[config.mk]
export PLATFORM = sky130hd
export DESIGN_NAME = ram_arb2
export DESIGN_NICKNAME = d
export VERILOG_FILES = /design/src/rtl/ram_arb_pkg.sv /design/src/rtl/rr_arb2.sv /design/src/rtl/ram_arb2.sv
export SDC_FILE = /design/constraint.sdc
export NUM_CORES = 1
export LEC_CHECK = 0
export CORE_ASPECT_RATIO = 1.5
export CORE_MARGIN = 5
export CORE_UTILIZATION = 37
export CTS_CLUSTER_DIAMETER = 100
export DETAILED_ROUTE_END_ITERATION = 7
export PLACE_DENSITY = 0.76
export SKIP_CTS_REPAIR_TIMING = 1
export SYNTH_ARGS = -nofsm -noshare
export SYNTH_HDL_FRONTEND = slang
export SYNTH_SLANG_ARGS = --single-unit
[constraint.sdc]
create_clock -name sys_clk -period 1.25 [get_ports sys_clk]
set_clock_uncertainty 0.05 [all_clocks]
set_input_delay 0.1875 -clock sys_clk [delete_from_list [all_inputs] [get_ports sys_clk]]
set_output_delay 0.1875 -clock sys_clk [all_outputs]
set_load 0.1 [all_outputs]
[src/rtl/ram_arb_pkg.sv]
// Shared definitions for the two-requester RAM arbiter: default geometry and
// the read-tag that rides alongside the RAM pipeline.
package ram_arb_pkg;
    localparam int AW_DEF = 5;
    localparam int DW_DEF = 8;
    localparam int NREQ   = 2;

    typedef struct packed {
        logic rd;
        logic id;
    } tag_t;
endpackage

[src/rtl/rr_arb2.sv]
// Two-way round-robin grant: rr_ptr names the requester that wins a tie.
module rr_arb2 (
    input  logic [1:0] valid,
    input  logic       rr_ptr,
    output logic [1:0] grant
);
    always_comb begin
        grant = 2'b00;
        if (rr_ptr) begin
            if (valid[1])      grant = 2'b10;
            else if (valid[0]) grant = 2'b01;
        end else begin
            if (valid[0])      grant = 2'b01;
            else if (valid[1]) grant = 2'b10;
        end
    end
endmodule

[src/rtl/ram_arb2.sv]
// Shares one single-port RAM between two requesters; read data is routed back
// to the issuer through a tag pipeline that tracks the RAM's 1-cycle latency.
module ram_arb2
    import ram_arb_pkg::*;
#(
    parameter int AW = AW_DEF,
    parameter int DW = DW_DEF
) (
    input  logic            sys_clk,
    input  logic            sys_rst_n,
    input  logic [NREQ-1:0] req_valid,
    output logic [NREQ-1:0] req_ready,
    input  logic [NREQ-1:0] req_we,
    input  logic [AW-1:0]   req_addr0,
    input  logic [AW-1:0]   req_addr1,
    input  logic [DW-1:0]   req_wdata0,
    input  logic [DW-1:0]   req_wdata1,
    output logic [NREQ-1:0] rsp_valid,
    output logic [DW-1:0]   rsp_rdata,
    output logic            ram_en,
    output logic            ram_we,
    output logic [AW-1:0]   ram_addr,
    output logic [DW-1:0]   ram_wdata,
    input  logic [DW-1:0]   ram_rdata
);
    logic [NREQ-1:0] grant;
    logic            accept, win_id, win_we;
    logic [AW-1:0]   win_addr;
    logic [DW-1:0]   win_wdata;

    logic            rr_ptr_q, rr_ptr_d;
    logic            ram_en_q, ram_en_d;
    logic            ram_we_q, ram_we_d;
    logic [AW-1:0]   ram_addr_q, ram_addr_d;
    logic [DW-1:0]   ram_wdata_q, ram_wdata_d;
    tag_t            tag_a_q, tag_a_d, tag_b_q, tag_b_d;
    logic [NREQ-1:0] rsp_valid_q, rsp_valid_d;
    logic [DW-1:0]   rsp_rdata_q, rsp_rdata_d;

    rr_arb2 u_arb (
        .valid  (req_valid),
        .rr_ptr (rr_ptr_q),
        .grant  (grant)
    );

    // Ready is forced low while reset is held so no handshake completes then.
    assign req_ready = grant & {NREQ{sys_rst_n}};
    assign accept    = |req_ready;
    assign win_id    = grant[1];
    assign win_we    = win_id ? req_we[1]  : req_we[0];
    assign win_addr  = win_id ? req_addr1  : req_addr0;
    assign win_wdata = win_id ? req_wdata1 : req_wdata0;

    always_comb begin
        rr_ptr_d    = accept ? ~win_id : rr_ptr_q;
        ram_en_d    = accept;
        ram_we_d    = accept & win_we;
        ram_addr_d  = accept ? win_addr  : ram_addr_q;
        ram_wdata_d = accept ? win_wdata : ram_wdata_q;
        tag_a_d.rd  = accept & ~win_we;
        tag_a_d.id  = win_id;
        tag_b_d     = tag_a_q;
        rsp_valid_d = '0;
        if (tag_b_q.rd) rsp_valid_d[tag_b_q.id] = 1'b1;
        rsp_rdata_d = tag_b_q.rd ? ram_rdata : rsp_rdata_q;
    end

    always_ff @(posedge sys_clk or negedge sys_rst_n) begin
        if (!sys_rst_n) begin
            rr_ptr_q    <= 1'b0;
            ram_en_q    <= 1'b0;
            ram_we_q    <= 1'b0;
            ram_addr_q  <= '0;
            ram_wdata_q <= '0;
            tag_a_q     <= '0;
            tag_b_q     <= '0;
            rsp_valid_q <= '0;
            rsp_rdata_q <= '0;
        end else begin
            rr_ptr_q    <= rr_ptr_d;
            ram_en_q    <= ram_en_d;
            ram_we_q    <= ram_we_d;
            ram_addr_q  <= ram_addr_d;
            ram_wdata_q <= ram_wdata_d;
            tag_a_q     <= tag_a_d;
            tag_b_q     <= tag_b_d;
            rsp_valid_q <= rsp_valid_d;
            rsp_rdata_q <= rsp_rdata_d;
        end
    end

    assign ram_en    = ram_en_q;
    assign ram_we    = ram_we_q;
    assign ram_addr  = ram_addr_q;
    assign ram_wdata = ram_wdata_q;
    assign rsp_valid = rsp_valid_q;
    assign rsp_rdata = rsp_rdata_q;
endmodule

# Word level (Yosys, flattened, before mapping)
# Cells that the tools add are included.
[totals]
reg_bits = 30
elab_cells = 31
inputBits = 40
output_inout_bits = 27
[classes]
n_bitwise = 5
reduce_logical = 2
n_lt_le_gt_ge = 2
muxes = 11
[ops]
columns = ["op", "count"]
rows = [
  ["2-to-1 mux 2 bit", 5],
  ["2-to-1 mux 8 bit", 1],
  ["2-to-1 mux 5 bit", 1],
  ["2-to-1 mux 1 bit", 3],
  ["AND 1 bit", 2],
  ["AND 2 bit", 1],
  ["less-than comparator 1 x 2 -> 1 bit (second input constant)", 1],
  ["inverter 1 bit", 2],
  ["OR reduction 2 bit", 1],
  ["demux 1 bit (select 1 bit)", 1],
  ["greater-or-equal comparator 1 bit (second input constant)", 1],
  ["logical AND 1 bit", 1],
]

# Logic depth before layout (Yosys ltp)
# Gate-level depths: netlist of the first run.
[logic_depth]
word_depth = 6
ltp_mapped = 6
mapped_depth_nobuf = 4

# Cells and area by module
# A second synthesis of the first run with hierarchy kept.
[hier_totals]
cells_unflattened = 103
area_unflattened_um2 = 1236.2
[by_module_without_submodules]
columns = ["module", "cells_per_inst", "area_per_inst_um2", "seq_area_each_um2", "instances"]
rows = [
  ["ram_arb2", 100, 1217.4, 750.7, 1],
  ["rr_arb2", 3, 18.8, 0.0, 1],
]

# Least setup slack after synthesis of the first run
# No wires, ideal clock.
[synth_path]
path_kind = "input-to-output"
startpoint = "input req_valid[1]"
endpoint = "output req_ready[0]"
required_ns = 1.013
path_buffers = 2
stages = 3
slack_ns = -0.953
t_arrival_ns = 1.965
cell_sequence = "buf_6 -> buf_2 -> a21oi_1"
[synth_between]
elab_chain_cells = 3
[synth_rtl]
columns = ["item", "line", "rtl"]
rows = [
  ["from (decl)", "ram_arb2.sv:11", "input logic [NREQ-1:0] req_valid,"],
  ["2-to-1 mux 2 bit", "rr_arb2.sv:10", "if (valid[1]) grant = 2'b10;"],
  ["2-to-1 mux 2 bit", "rr_arb2.sv:9", "if (rr_ptr) begin"],
  ["AND 2 bit", "ram_arb2.sv:47", "assign req_ready = grant & {NREQ{sys_rst_n}};"],
  ["to (decl)", "ram_arb2.sv:12", "output logic [NREQ-1:0] req_ready,"],
]
# Every way passes these cells.

# Final worst setup path of the first run
[layout_path]
startpoint = "register rr_ptr_q"
endpoint = "output req_ready[1]"
[layout_between]
elab_chain_cells = 2
[layout_rtl]
columns = ["item", "line", "rtl"]
rows = [
  ["from (decl)", "ram_arb2.sv:31", "logic rr_ptr_q, rr_ptr_d;"],
  ["from (signal assigned)", "ram_arb2.sv:80", "rr_ptr_q <= rr_ptr_d;"],
  ["2-to-1 mux 2 bit", "rr_arb2.sv:9", ""],
  ["AND 2 bit", "ram_arb2.sv:47", ""],
]
# Every way passes these cells.

==> results of run 1 <==
[worst paths after layout]
path,endpoint,cells after the start,slack (ns)
worst max register to register,ram_wdata[5]$_DFFE_PN0P_,5,-0.08
min in group sys_clk,tag_b_q[0]$_DFF_PN0_,0,0.30
worst max-delay path,req_ready[1],3,-0.18
worst min-delay path,tag_b_q[0]$_DFF_PN0_,2,0.12
max in group asynchronous,rr_ptr_q$_DFFE_PN0P_,3,0.55
worst min register to register,tag_b_q[0]$_DFF_PN0_,0,0.30
[Yosys cell counts]
cell type | number | area, sq um
buf_4 | 2 | 15.0
o21ai_1 | 9 | 45.0
o21ai_0 | 5 | 25.0
buf_8 | 1 | 15.0
buf_2 | 2 | 10.0
nand3_1 | 1 | 5.00
nand2b_2 | 1 | 8.76
buf_6 | 3 | 33.8
nand2_1 | 1 | 3.75
dfrtp_1 | 30 | 751
and2_1 | 1 | 6.26
and3_1 | 2 | 12.5
a31oi_1 | 14 | 87.6
a21oi_1 | 16 | 80.1
and2b_4 | 1 | 10.0
inv_2 | 2 | 7.51
mux2_2 | 8 | 90.1
o21ai_4 | 1 | 16.3
nor2_1 | 14 | 52.6
nor2b_1 | 1 | 6.26
[power by group]
group	internal (mW)	switching [mW]	leakage [nW]
Sequential	1.14	0.163	0.335
Clock	0.443	0.351	0.0482
Combinational	0.859	1.37	0.708
[registers in the layout (all words and copies together) (netlist names)]
register	cells
ram_wdata	8
tag_b_q	2
ram_en	1
ram_addr	5
rsp_rdata	8
ram_we	1
tag_a_q	2
rsp_valid	2
rr_ptr_q	1
[final cells by class]
| class | instances | area (sq um) |
|---|---|---|
| clock inverters | 1 | 5.00 |
| well taps | 42 | 52.6 |
| repair buffers | 84 | 1100 |
| multi-input cells | 75 | 689 |
| fillers | 182 | 664 |
| flip-flops and latches | 30 | 777 |
| inverters | 2 | 7.51 |
| clock buffers | 7 | 86.3 |
[worst reg2reg max path: cells and delay by family (launching register included)]
family | cells | cell delay [ns]
buffers and inverters | 2 | 0.31
AOI/OAI and AO/OA | 2 | 0.28
and+or+nand+nor | 1 | 0.16
DFF | 1 | 0.41
[metal layers]
metal  track usage, %  part of all wire [%]
met1             18.7                    35
met2             33.9                    54
met3             6.76                   8.1
met4             9.28                   2.8
met5                0                     0
[metrics by stage]
| step | hold WS (ns) | util (%) | worst slack, ns | setup TNS (ns) | instance area (sq um) |
|---|---|---|---|---|---|
| after detailed placement | 0.286 | 70.5 | -0.383 | -5.86 | 2380 |
| final | 0.122 | 80.4 | -0.183 | -1.08 | 2720 |
| after global placement | 0.283 | 70.5 | -0.279 | -4.47 | 2380 |
| after floorplan | -0.158 | - | -0.0635 | -0.109 | 1330 |
| after global routing | 0.165 | 80.4 | -0.228 | -1.75 | 2720 |
| after CTS | 0.300 | 73.2 | -0.331 | -0.969 | 2470 |
[cell families (layout without fill, tap and decap cells)]
family                 after synthesis  after routing  synth area share (%)
AND/OR/NAND/NOR                     22             22                  8.20
multiplexers                         8              8                  7.03
flip-flops                          30             30                  58.6
AO/OA/AOI/OAI                       45             45                  19.8
buffers and inverters               10             94                  6.35
==> Implementation_results.wiki, run 1 <==
{| class="wikitable"
! Metric !! Value
|-
| Failing checks || setup timing
|-
| Beginning of the critical path || rr_ptr_q$_DFFE_PN0P_
|-
| Avg Inst Size Synth || 11.1 sq um
|-
| Total power || between 4 and 5 mW
|-
| Required arrival time at the worst endpoint || 1.01 ns
|-
| Filler-free cell count of the finished design || 241
|-
| Result of the run || finished, violations left
|-
| CTS Root Cell || clkbuf_8
|-
| Max stage delay on crit path || 0.41 ns
|-
| Antenna Diode Count || 0
|-
| Area of the mapped netlist || ~1300 sq um
|-
| GRT Residual Overflow || 0
|-
| Series of cell instances along the critical path || nand2b_4 -> and3_4 -> buf_12
|-
| Final worst-path cycle share || 115%
|-
| Total wirelength of the detailed-routed design || just under 5000 microns
|-
| Cell Pwr Density || 1590 nW/um^2
|-
| Die Wd || 58.0 microns
|-
| Area enclosed by the die boundary || ~4800 sq um
|-
| Seq cells post-synth || 30
|-
| RSZ-0062 raised after global routing || true
|-
| DR iter-0 viols || 15
|-
| Origin of the critical flop-to-flop path || rr_ptr_q$_DFFE_PN0P_
|-
| Final critical-path required period || approximately 1.4 ns
|-
| Worst setup slack after layout || -0.183 ns
|-
| Number of library cell types mapped by synthesis || 20
|-
| Area of the core || 3380 sq um
|-
| Most common library cell in the layout ignoring fill and taps || clkdlybuf4s50_1
|-
| Startpoint type of the worst setup path || register
|-
| Number of remaining DRC errors || 0
|-
| Count of endpoints failing setup in the final report || 16
|-
| Number of port buffers || 66
|-
| Starting density of the core || between 30 and 40%
|-
| Number of H-tree levels || 2
|-
| First-pass GRT wire length || 6640 microns
|-
| Slowest library cell on the worst path || dfrtp_1
|-
| Layout net count || between 200 and 250
|-
| Arrival time of data at the critical path endpoint || 1.20 ns
|-
| Fraction of final layout cells with drive strength greater than 1 || 54.8%
|-
| Actual transition at the worst max-transition pin || ~0.39 ns
|-
| Leakage power summed over all cells || 1.09 nW
|-
| Worst-Skew Late Latency || 0.28 ns
|-
| Critical setup path kind || register to output pin
|-
| Fmax || 0.698 GHz
|-
| Inserted Clock Buffers || 5
|-
| Via Count || 1319
|-
| Total instance count after detailed placement || between 200 and 250
|-
| Pin count of the biggest net entering global routing || 30
|-
| Yosys warns || 0
|-
| Slew HR || 74.2%
|-
| Antenna violations before repair || 0
|-
| Via count of the first global-routing pass || ~1.4k
|-
| Post-synthesis net count || 155
|-
| Routed wire per std cell || slightly above 20 microns
|-
| Post-Syn Instances || 115
|-
| Count of antenna-violating nets left after detailed routing || 0
|-
| Portion of the post-synthesis area used by sequential elements || 58.6%
|-
| Estimated wirelength of the detail-placed design || about 3300 microns
|-
| Clock Tree Buf Depth || 2
|-
| Number of top-level design ports || 67
|-
| Final hold vios || 0
|-
| Worst Setup End Kind || output pin
|-
| CP Max Fanout || 3
|-
| Max-slew violation count || 0
|-
| Worst VDD drop || 1.34 mV
|-
| Relative area change from synthesis to final layout || 112%
|-
| Routability congestion estimate || 0.816
|-
| Die outline height || 82.1 microns
|-
| Buffering stage count on the worst path with inverters included || 1
|-
| CTS sink cnt || 30
|-
| Std cell rows || 26
|-
| Most used cells in the layout excluding fill and tap cells || clkdlybuf4s50_1 (36), buf_12 (29), dfrtp_2 (21)
|-
| Clock-pin slew on the worst setup and hold paths || 0.06 ns
|-
| Kind of cell adding the most delay to the critical path || flip-flops
|-
| Max-cap violations || 0
|-
| Detailed-route vias per instance || 5.47
|-
| Clock tree from TritonCTS || built
|-
| Initial DRT Pass Iterations || 4
|-
| GRT Resource Usage Total || 18.8%
|-
| Type of the worst min-delay path || primary input to async pin
|}
No activity file was read; power rests on OpenSTA's default activity.
==> run 2, diff against run 1 <==
--- a/config.mk
+++ b/config.mk
@@ -8,6 +8,7 @@
 export CORE_ASPECT_RATIO = 1.5
 export CORE_MARGIN = 5
 export CORE_UTILIZATION = 37
+export CTS_BUF_LIST = sky130_fd_sc_hd__clkbuf_16
 export CTS_CLUSTER_DIAMETER = 100
 export DETAILED_ROUTE_END_ITERATION = 7
 export PLACE_DENSITY = 0.76
==> run 2 against run 1 <==
Compared with the run above:
- the flow finishes with violations (hold timing, setup timing)
- critical path depth is the same
- via count grew 0.38%
- maximum frequency grew 1.3%
- final cell count shrank 0.41%
- critical endpoint unchanged
==> Implementation_results.wiki, run 2 (same netlist as run 1, synthesis figures left out) <==
{| class="wikitable"
! Metric !! Value
|-
| Final worst-path cycle share || 113% (was 115%)
|-
| Total wirelength of the detailed-routed design || 4750 microns (was 4870 microns)
|-
| Area of the core || 3380 sq um (unchanged)
|-
| Area enclosed by the die boundary || 4760 sq um (unchanged)
|-
| Final critical-path required period || 1.41 ns (was 1.43 ns)
|-
| Die outline height || 82.1 microns (unchanged)
|-
| Leakage power summed over all cells || 1.11 nW (was 1.09 nW)
|-
| Minimum setup slack among reg-to-reg paths || -0.06 ns (was -0.08 ns)
|-
| Actual transition at the worst max-transition pin || 0.407 ns (was 0.387 ns)
|-
| Via Count || 1324 (was 1319)
|-
| Max-cap violations || 0 (unchanged)
|-
| Routability congestion estimate || 0.816 (unchanged)
|-
| CP Max Fanout || 3 (unchanged)
|-
| CTS Root Cell || clkbuf_16 (was clkbuf_8)
|-
| Count of antenna-violating nets left after detailed routing || 0 (unchanged)
|-
| Endpoint of the worst-slack reg-to-reg timing path || ram_wdata[5]$_DFFE_PN0P_ (unchanged)
|-
| Failing checks || hold timing, setup timing (was setup timing)
|-
| Required arrival time at the worst endpoint || 1.01 ns (about the same)
|-
| Detailed-route vias per instance || 5.52 (was 5.47)
|-
| Filler-free cell count of the finished design || 240 (was 241)
|-
| Cell Pwr Density || 1690 nW/um^2 (was 1590 nW/um^2)
|-
| Number of H-tree levels || 2 (unchanged)
|-
| Final hold vios || 1 (was 0)
|-
| Final standard cell utilization of the core || 81.2% (was 80.4%)
|-
| Fin Hold WS || -0.0101 ns (was 0.122 ns)
|-
| Antenna violations before repair || 0 (unchanged)
|-
| Slew HR || 72.9% (was 74.2%)
|-
| Number of remaining DRC errors || 0 (unchanged)
|-
| CTS sink cnt || 30 (unchanged)
|-
| Most common library cell in the layout ignoring fill and taps || clkdlybuf4s50_1 (unchanged)
|-
| Std cell rows || 26 (unchanged)
|-
| Worst setup slack after layout || -0.164 ns (was -0.183 ns)
|-
| Series of cell instances along the critical path || nand2b_4 -> and3_4 -> buf_12 (unchanged)
|-
| Critical setup path kind || register to output pin (unchanged)
|-
| Via count of the first global-routing pass || 1456 (was 1422)
|-
| GRT Resource Usage Total || 19.2% (was 18.8%)
|-
| Initial DRT Pass Iterations || 4 (unchanged)
|-
| Relative area change from synthesis to final layout || 114% (was 112%)
|-
| Number of port buffers || 66 (unchanged)
|-
| Origin of the critical flop-to-flop path || rr_ptr_q$_DFFE_PN0P_ (unchanged)
|-
| RSZ-0062 raised after global routing || true (unchanged)
|-
| Fraction of final layout cells with drive strength greater than 1 || 53.5% (was 54.8%)
|-
| Most used cells in the layout excluding fill and tap cells || clkdlybuf4s50_1 (36), buf_12 (29), dfrtp_2 (21) (unchanged)
|-
| Antenna Diode Count || 0 (unchanged)
|-
| GRT Residual Overflow || 0 (unchanged)
|-
| Estimated wirelength of the detail-placed design || 3270 microns (unchanged)
|-
| Type of the worst min-delay path || primary input to async pin (unchanged)
|-
| Worst-Skew Late Latency || 0.27 ns (was 0.28 ns)
|-
| Clock tree from TritonCTS || built (unchanged)
|-
| Number of cells traversed by the worst register-to-register path || 5 (unchanged)
|-
| Clock Tree Buf Depth || 2 (unchanged)
|-
| Result of the run || finished, violations left (unchanged)
|-
| DR iter-0 viols || 34 (was 15)
|-
| Clock-pin slew on the worst setup and hold paths || 0.05 ns (was 0.06 ns)
|-
| Layout net count || 237 (was 238)
|-
| Pin count of the biggest net entering global routing || 30 (unchanged)
|-
| Worst VDD drop || 1.14 mV (was 1.34 mV)
|-
| Count of endpoints failing setup in the final report || 16 (unchanged)
|-
| Arrival time of data at the critical path endpoint || 1.18 ns (was 1.20 ns)
|-
| Number of top-level design ports || 67 (unchanged)
|-
| Startpoint type of the worst setup path || register (unchanged)
|-
| Fmax || 0.707 GHz (was 0.698 GHz)
|-
| Total instance count after detailed placement || 231 (unchanged)
|-
| Die Wd || 58.0 microns (unchanged)
|-
| Routed wire per std cell || 19.8 microns (was 20.2 microns)
|-
| Slowest library cell on the worst path || dfrtp_1 (unchanged)
|-
| Starting density of the core || 37.9% (unchanged)
|-
| First-pass GRT wire length || 6880 microns (was 6640 microns)
|-
| Max stage delay on crit path || 0.40 ns (was 0.41 ns)
|-
| Inserted Clock Buffers || 5 (unchanged)
|-
| Max-slew violation count || 0 (unchanged)
|-
| Worst Setup End Kind || output pin (unchanged)
|}
[run 2: worst max path at each step]
stage,to,startpoint,depth (start not counted),slack [ns]
floorplan,req_ready[1],rr_ptr_q$_DFFE_PN0P_,3,-0.06
global placement,req_ready[0],req_valid[0],4,-0.28
detailed placement,ram_wdata[6]$_DFFE_PN0P_,req_valid[0],5,-0.38
CTS,req_ready[0],req_valid[0],4,-0.33
global route,req_ready[1],rr_ptr_q$_DFFE_PN0P_,3,-0.19
finish,req_ready[1],rr_ptr_q$_DFFE_PN0P_,3,-0.16
[run 2: final cells by class]
cell class	instances	area (sq um)
clock inverter	3	12.5
multi-input combinational	75	681
fill	178	637
clock buffer	5	125
timing repair buffer	83	1090
inverter	2	7.51
tap	42	52.6
sequential	30	777
[run 2: power breakdown]
group / leakage [nW] / total (mW) / internal (mW) / switching (mW)
logic: 0.702 / 2.22 / 0.856 / 1.36
clock network: 0.0724 / 1.11 / 0.717 / 0.393
registers: 0.335 / 1.30 / 1.14 / 0.161
total: 1.11 / 4.63 / 2.72 / 1.92
[run 2: critical path: cells and delay by family, from the launching register on]
kind | cells | cell delay [ns]
buf+inv | 1 | 0.16
flops | 1 | 0.40
simple gates | 2 | 0.35
[run 2: per-stage QoR]
stage          setup TNS, ns  instance area [sq um]  hold WS, ns  setup slack (ns)  power [mW]
6_report              -0.885                   2750      -0.0101            -0.164        4.63
5_1_grt                -1.44                   2750    -0.000662            -0.186        4.78
4_1_cts                -1.20                   2520        0.297            -0.332        4.53
3_5_place_dp           -5.86                   2380        0.286            -0.383        3.41
3_3_place_gp           -4.47                   2380        0.283            -0.279        3.36
2_1_floorplan         -0.109                   1330       -0.158           -0.0635        2.48
[run 2: per-layer routing]
metal  vias to the layer above  share of wire [%]  track usage [%]
li1                        574                  -                -
met1                       663                 34             19.7
met3                        13                7.6             6.29
met4                         0                2.5             7.66
met2                        74                 55             35.5
met5                         -                  0                0
==> run 3, diff against run 2 <==
--- a/config.mk
+++ b/config.mk
@@ -6,7 +6,7 @@
 export NUM_CORES = 1
 export LEC_CHECK = 0
 export CORE_ASPECT_RATIO = 1.5
-export CORE_MARGIN = 5
+export CORE_MARGIN = 2
 export CORE_UTILIZATION = 37
 export CTS_BUF_LIST = sky130_fd_sc_hd__clkbuf_16
 export CTS_CLUSTER_DIAMETER = 100
==> run 3 against run 2 <==
Compared with the run above:
- the flow still finishes with violations (hold timing, setup timing)
- clock power about the same
- combinational power is 4% higher
- non-clock buffer count increased by 4
- global-route usage is 3.0 points higher
- critical path depth is the same
- maximum frequency is 0.96% lower
- highest routed layer unchanged
==> Implementation_results.wiki, run 3 (same netlist as run 1, synthesis figures left out) <==
{| class="wikitable"
! Metric !! Value
|-
| Max-cap violations || 0 (unchanged)
|-
| Final critical-path required period || 1.43 ns (was 1.41 ns)
|-
| Finished Cell Area || 2850 sq um (was 2750 sq um)
|-
| Required arrival time at the worst endpoint || 1.01 ns (about the same)
|-
| Initial DRT Pass Iterations || 4 (unchanged)
|-
| Logic gate share of total power || 48.6% (was 47.9%)
|-
| Worst Setup End Kind || output pin (unchanged)
|-
| Buffering stage count on the worst path with inverters included || 1 (unchanged)
|-
| Clock-pin slew on the worst setup and hold paths || 0.05 ns (about the same)
|-
| CP Max Fanout || 5 (was 3)
|-
| Most common library cell in the layout ignoring fill and taps || clkdlybuf4s50_1 (unchanged)
|-
| Starting density of the core || 38.2% (was 37.9%)
|-
| Slowest library cell on the worst path || dfrtp_2 (was dfrtp_1)
|-
| Slew HR || 71.9% (was 72.9%)
|-
| Filler-free cell count of the finished design || 244 (was 240)
|-
| Placement Setup Slack || -0.305 ns (was -0.383 ns)
|-
| Seq. cell area || 778 sq um (was 777 sq um)
|-
| Actual transition at the worst max-transition pin || 0.422 ns (was 0.407 ns)
|-
| Antenna violations before repair || 0 (unchanged)
|-
| Failing checks || hold timing, setup timing (unchanged)
|-
| Relative area change from synthesis to final layout || 122% (was 114%)
|-
| Total placed instance area || 2340 sq um (was 2380 sq um)
|-
| Final hold vios || 4 (was 1)
|-
| Kind of cell adding the most delay to the critical path || flip-flops (unchanged)
|-
| Cell Pwr Density || 1660 nW/um^2 (was 1690 nW/um^2)
|-
| RSZ-0062 raised after global routing || true (unchanged)
|-
| GRT Resource Usage Total || 22.2% (was 19.2%)
|-
| Leakage power summed over all cells || 1.13 nW (was 1.11 nW)
|-
| Register share of total power || 27.9% (was 28.2%)
|-
| First-pass GRT wire length || 6420 microns (was 6880 microns)
|-
| Switching portion of total power || 41.9% (was 41.4%)
|-
| Startpoint type of the worst setup path || register (unchanged)
|-
| Die Wd || 52.0 microns (was 58.0 microns)
|-
| Via count of the first global-routing pass || 1355 (was 1456)
|-
| Total power || 4.73 mW (was 4.63 mW)
|-
| Total wirelength of the detailed-routed design || 5350 microns (was 4750 microns)
|-
| Area of the core || 3350 sq um (was 3380 sq um)
|-
| Most used cells in the layout excluding fill and tap cells || clkdlybuf4s50_1 (36), buf_12 (29), dfrtp_2 (22) (was clkdlybuf4s50_1 (36), buf_12 (29), dfrtp_2 (21))
|-
| Number of H-tree levels || 2 (unchanged)
|-
| Total instance count after detailed placement || 227 (was 231)
|-
| Number of port buffers || 66 (unchanged)
|-
| Std cell rows || 26 (unchanged)
|-
| Die outline height || 76.1 microns (was 82.1 microns)
|-
| Number of top-level design ports || 67 (unchanged)
|-
| Final worst-path cycle share || 114% (was 113%)
|-
| Number of remaining DRC errors || 0 (unchanged)
|-
| Count of endpoints failing setup in the final report || 16 (unchanged)
|-
| CTS sink cnt || 30 (unchanged)
|-
| CTS Root Cell || clkbuf_16 (unchanged)
|-
| Pin count of the biggest net entering global routing || 26 (was 30)
|-
| Layout net count || 241 (was 237)
|-
| Count of antenna-violating nets left after detailed routing || 0 (unchanged)
|-
| Series of cell instances along the critical path || nand2b_4 -> and3_4 -> buf_12 (unchanged)
|-
| GRT Residual Overflow || 0 (unchanged)
|-
| Area enclosed by the die boundary || 3960 sq um (was 4760 sq um)
|-
| Cell internal pwr || 2.75 mW (was 2.72 mW)
|-
| Arrival time of data at the critical path endpoint || 1.19 ns (was 1.18 ns)
|-
| Routability congestion estimate || 0.774 (was 0.816)
|-
| Max-slew violation count || 0 (unchanged)
|-
| Worst-Skew Late Latency || 0.28 ns (was 0.27 ns)
|-
| Area occupied by multi-input gates || 717 sq um (was 681 sq um)
|-
| Critical setup path kind || register to output pin (unchanged)
|-
| Worst VDD drop || 1.39 mV (was 1.14 mV)
|-
| Worst setup slack after layout || -0.178 ns (was -0.164 ns)
|-
| Via Count || 1318 (was 1324)
|-
| Fraction of final layout cells with drive strength greater than 1 || 59.7% (was 53.5%)
|-
| DR iter-0 viols || 24 (was 34)
|-
| Clock tree from TritonCTS || built (unchanged)
|-
| Minimum setup slack among reg-to-reg paths || -0.09 ns (was -0.06 ns)
|-
| Sw power || 1.98 mW (was 1.92 mW)
|-
| Estimated wirelength of the detail-placed design || 2980 microns (was 3270 microns)
|-
| Result of the run || finished, violations left (unchanged)
|-
| Max stage delay on crit path || 0.43 ns (was 0.40 ns)
|-
| Detailed-route vias per instance || 5.40 (was 5.52)
|-
| Fmax || 0.700 GHz (was 0.707 GHz)
|-
| Clock network power share || 23.6% (was 24.0%)
|-
| Type of the worst min-delay path || primary input to async pin (unchanged)
|-
| Fin Hold WS || -0.00724 ns (was -0.0101 ns)
|-
| Routed wire per std cell || 21.9 microns (was 19.8 microns)
|-
| Clock Tree Buf Depth || 2 (unchanged)
|-
| Inserted Clock Buffers || 5 (unchanged)
|-
| Filler cell count in the final layout || 145 (was 178)
|}
[run 3: cell type report]
class                   instances  area share, %
repair buffers                 87           40.5
flip-flops and latches         30           27.4
multi-input cells              75           25.2
clock buffers                   5           4.40
well taps                      42           1.85
inverters                       2          0.352
clock inverters                 2          0.264
diodes                          1         0.0880
[run 3: final timing paths]
kind / from / end / cells after the start
setup / recovery: rr_ptr_q$_DFFE_PN0P_ / req_ready[1] / 3
hold reg to reg: tag_a_q[1]$_DFF_PN0_ / tag_b_q[1]$_DFF_PN0_ / 0
setup reg to reg: rr_ptr_q$_DFFE_PN0P_ / ram_addr[4]$_DFFE_PN0P_ / 5
hold / removal: sys_rst_n / tag_b_q[0]$_DFF_PN0_ / 2
max in group asynchronous: sys_rst_n / ram_wdata[5]$_DFFE_PN0P_ / 3
min in group sys_clk: sys_rst_n / rr_ptr_q$_DFFE_PN0P_ / 2
[run 3: routing by layer]
metal | routed length [microns] | track usage, %
met3 | 276 | 6.47
met2 | 2960 | 37.8
met4 | 136 | 13.4
met1 | 1980 | 22.8
met5 | 0 | 0
[run 3: stage by stage]
stage / TNS (ns) / utilization [%]
5_1_grt: -1.37 / 84.8
3_5_place_dp: -4.78 / 69.7
3_3_place_gp: -3.92 / 69.7
2_1_floorplan: -0.109 / -
6_report: -0.849 / 84.9
4_1_cts: -0.732 / 73.7
[run 3: power groups by stage]
stage          Sequential [mW]  Combinational, mW  Clock (mW)
5_1_grt                   1.33               2.35        1.17
6_report                  1.32               2.30        1.12
3_5_place_dp              1.32               2.05           0
2_1_floorplan             2.17              0.302           0
4_1_cts                   1.31               2.06        1.11
3_3_place_gp              1.31               2.02           0
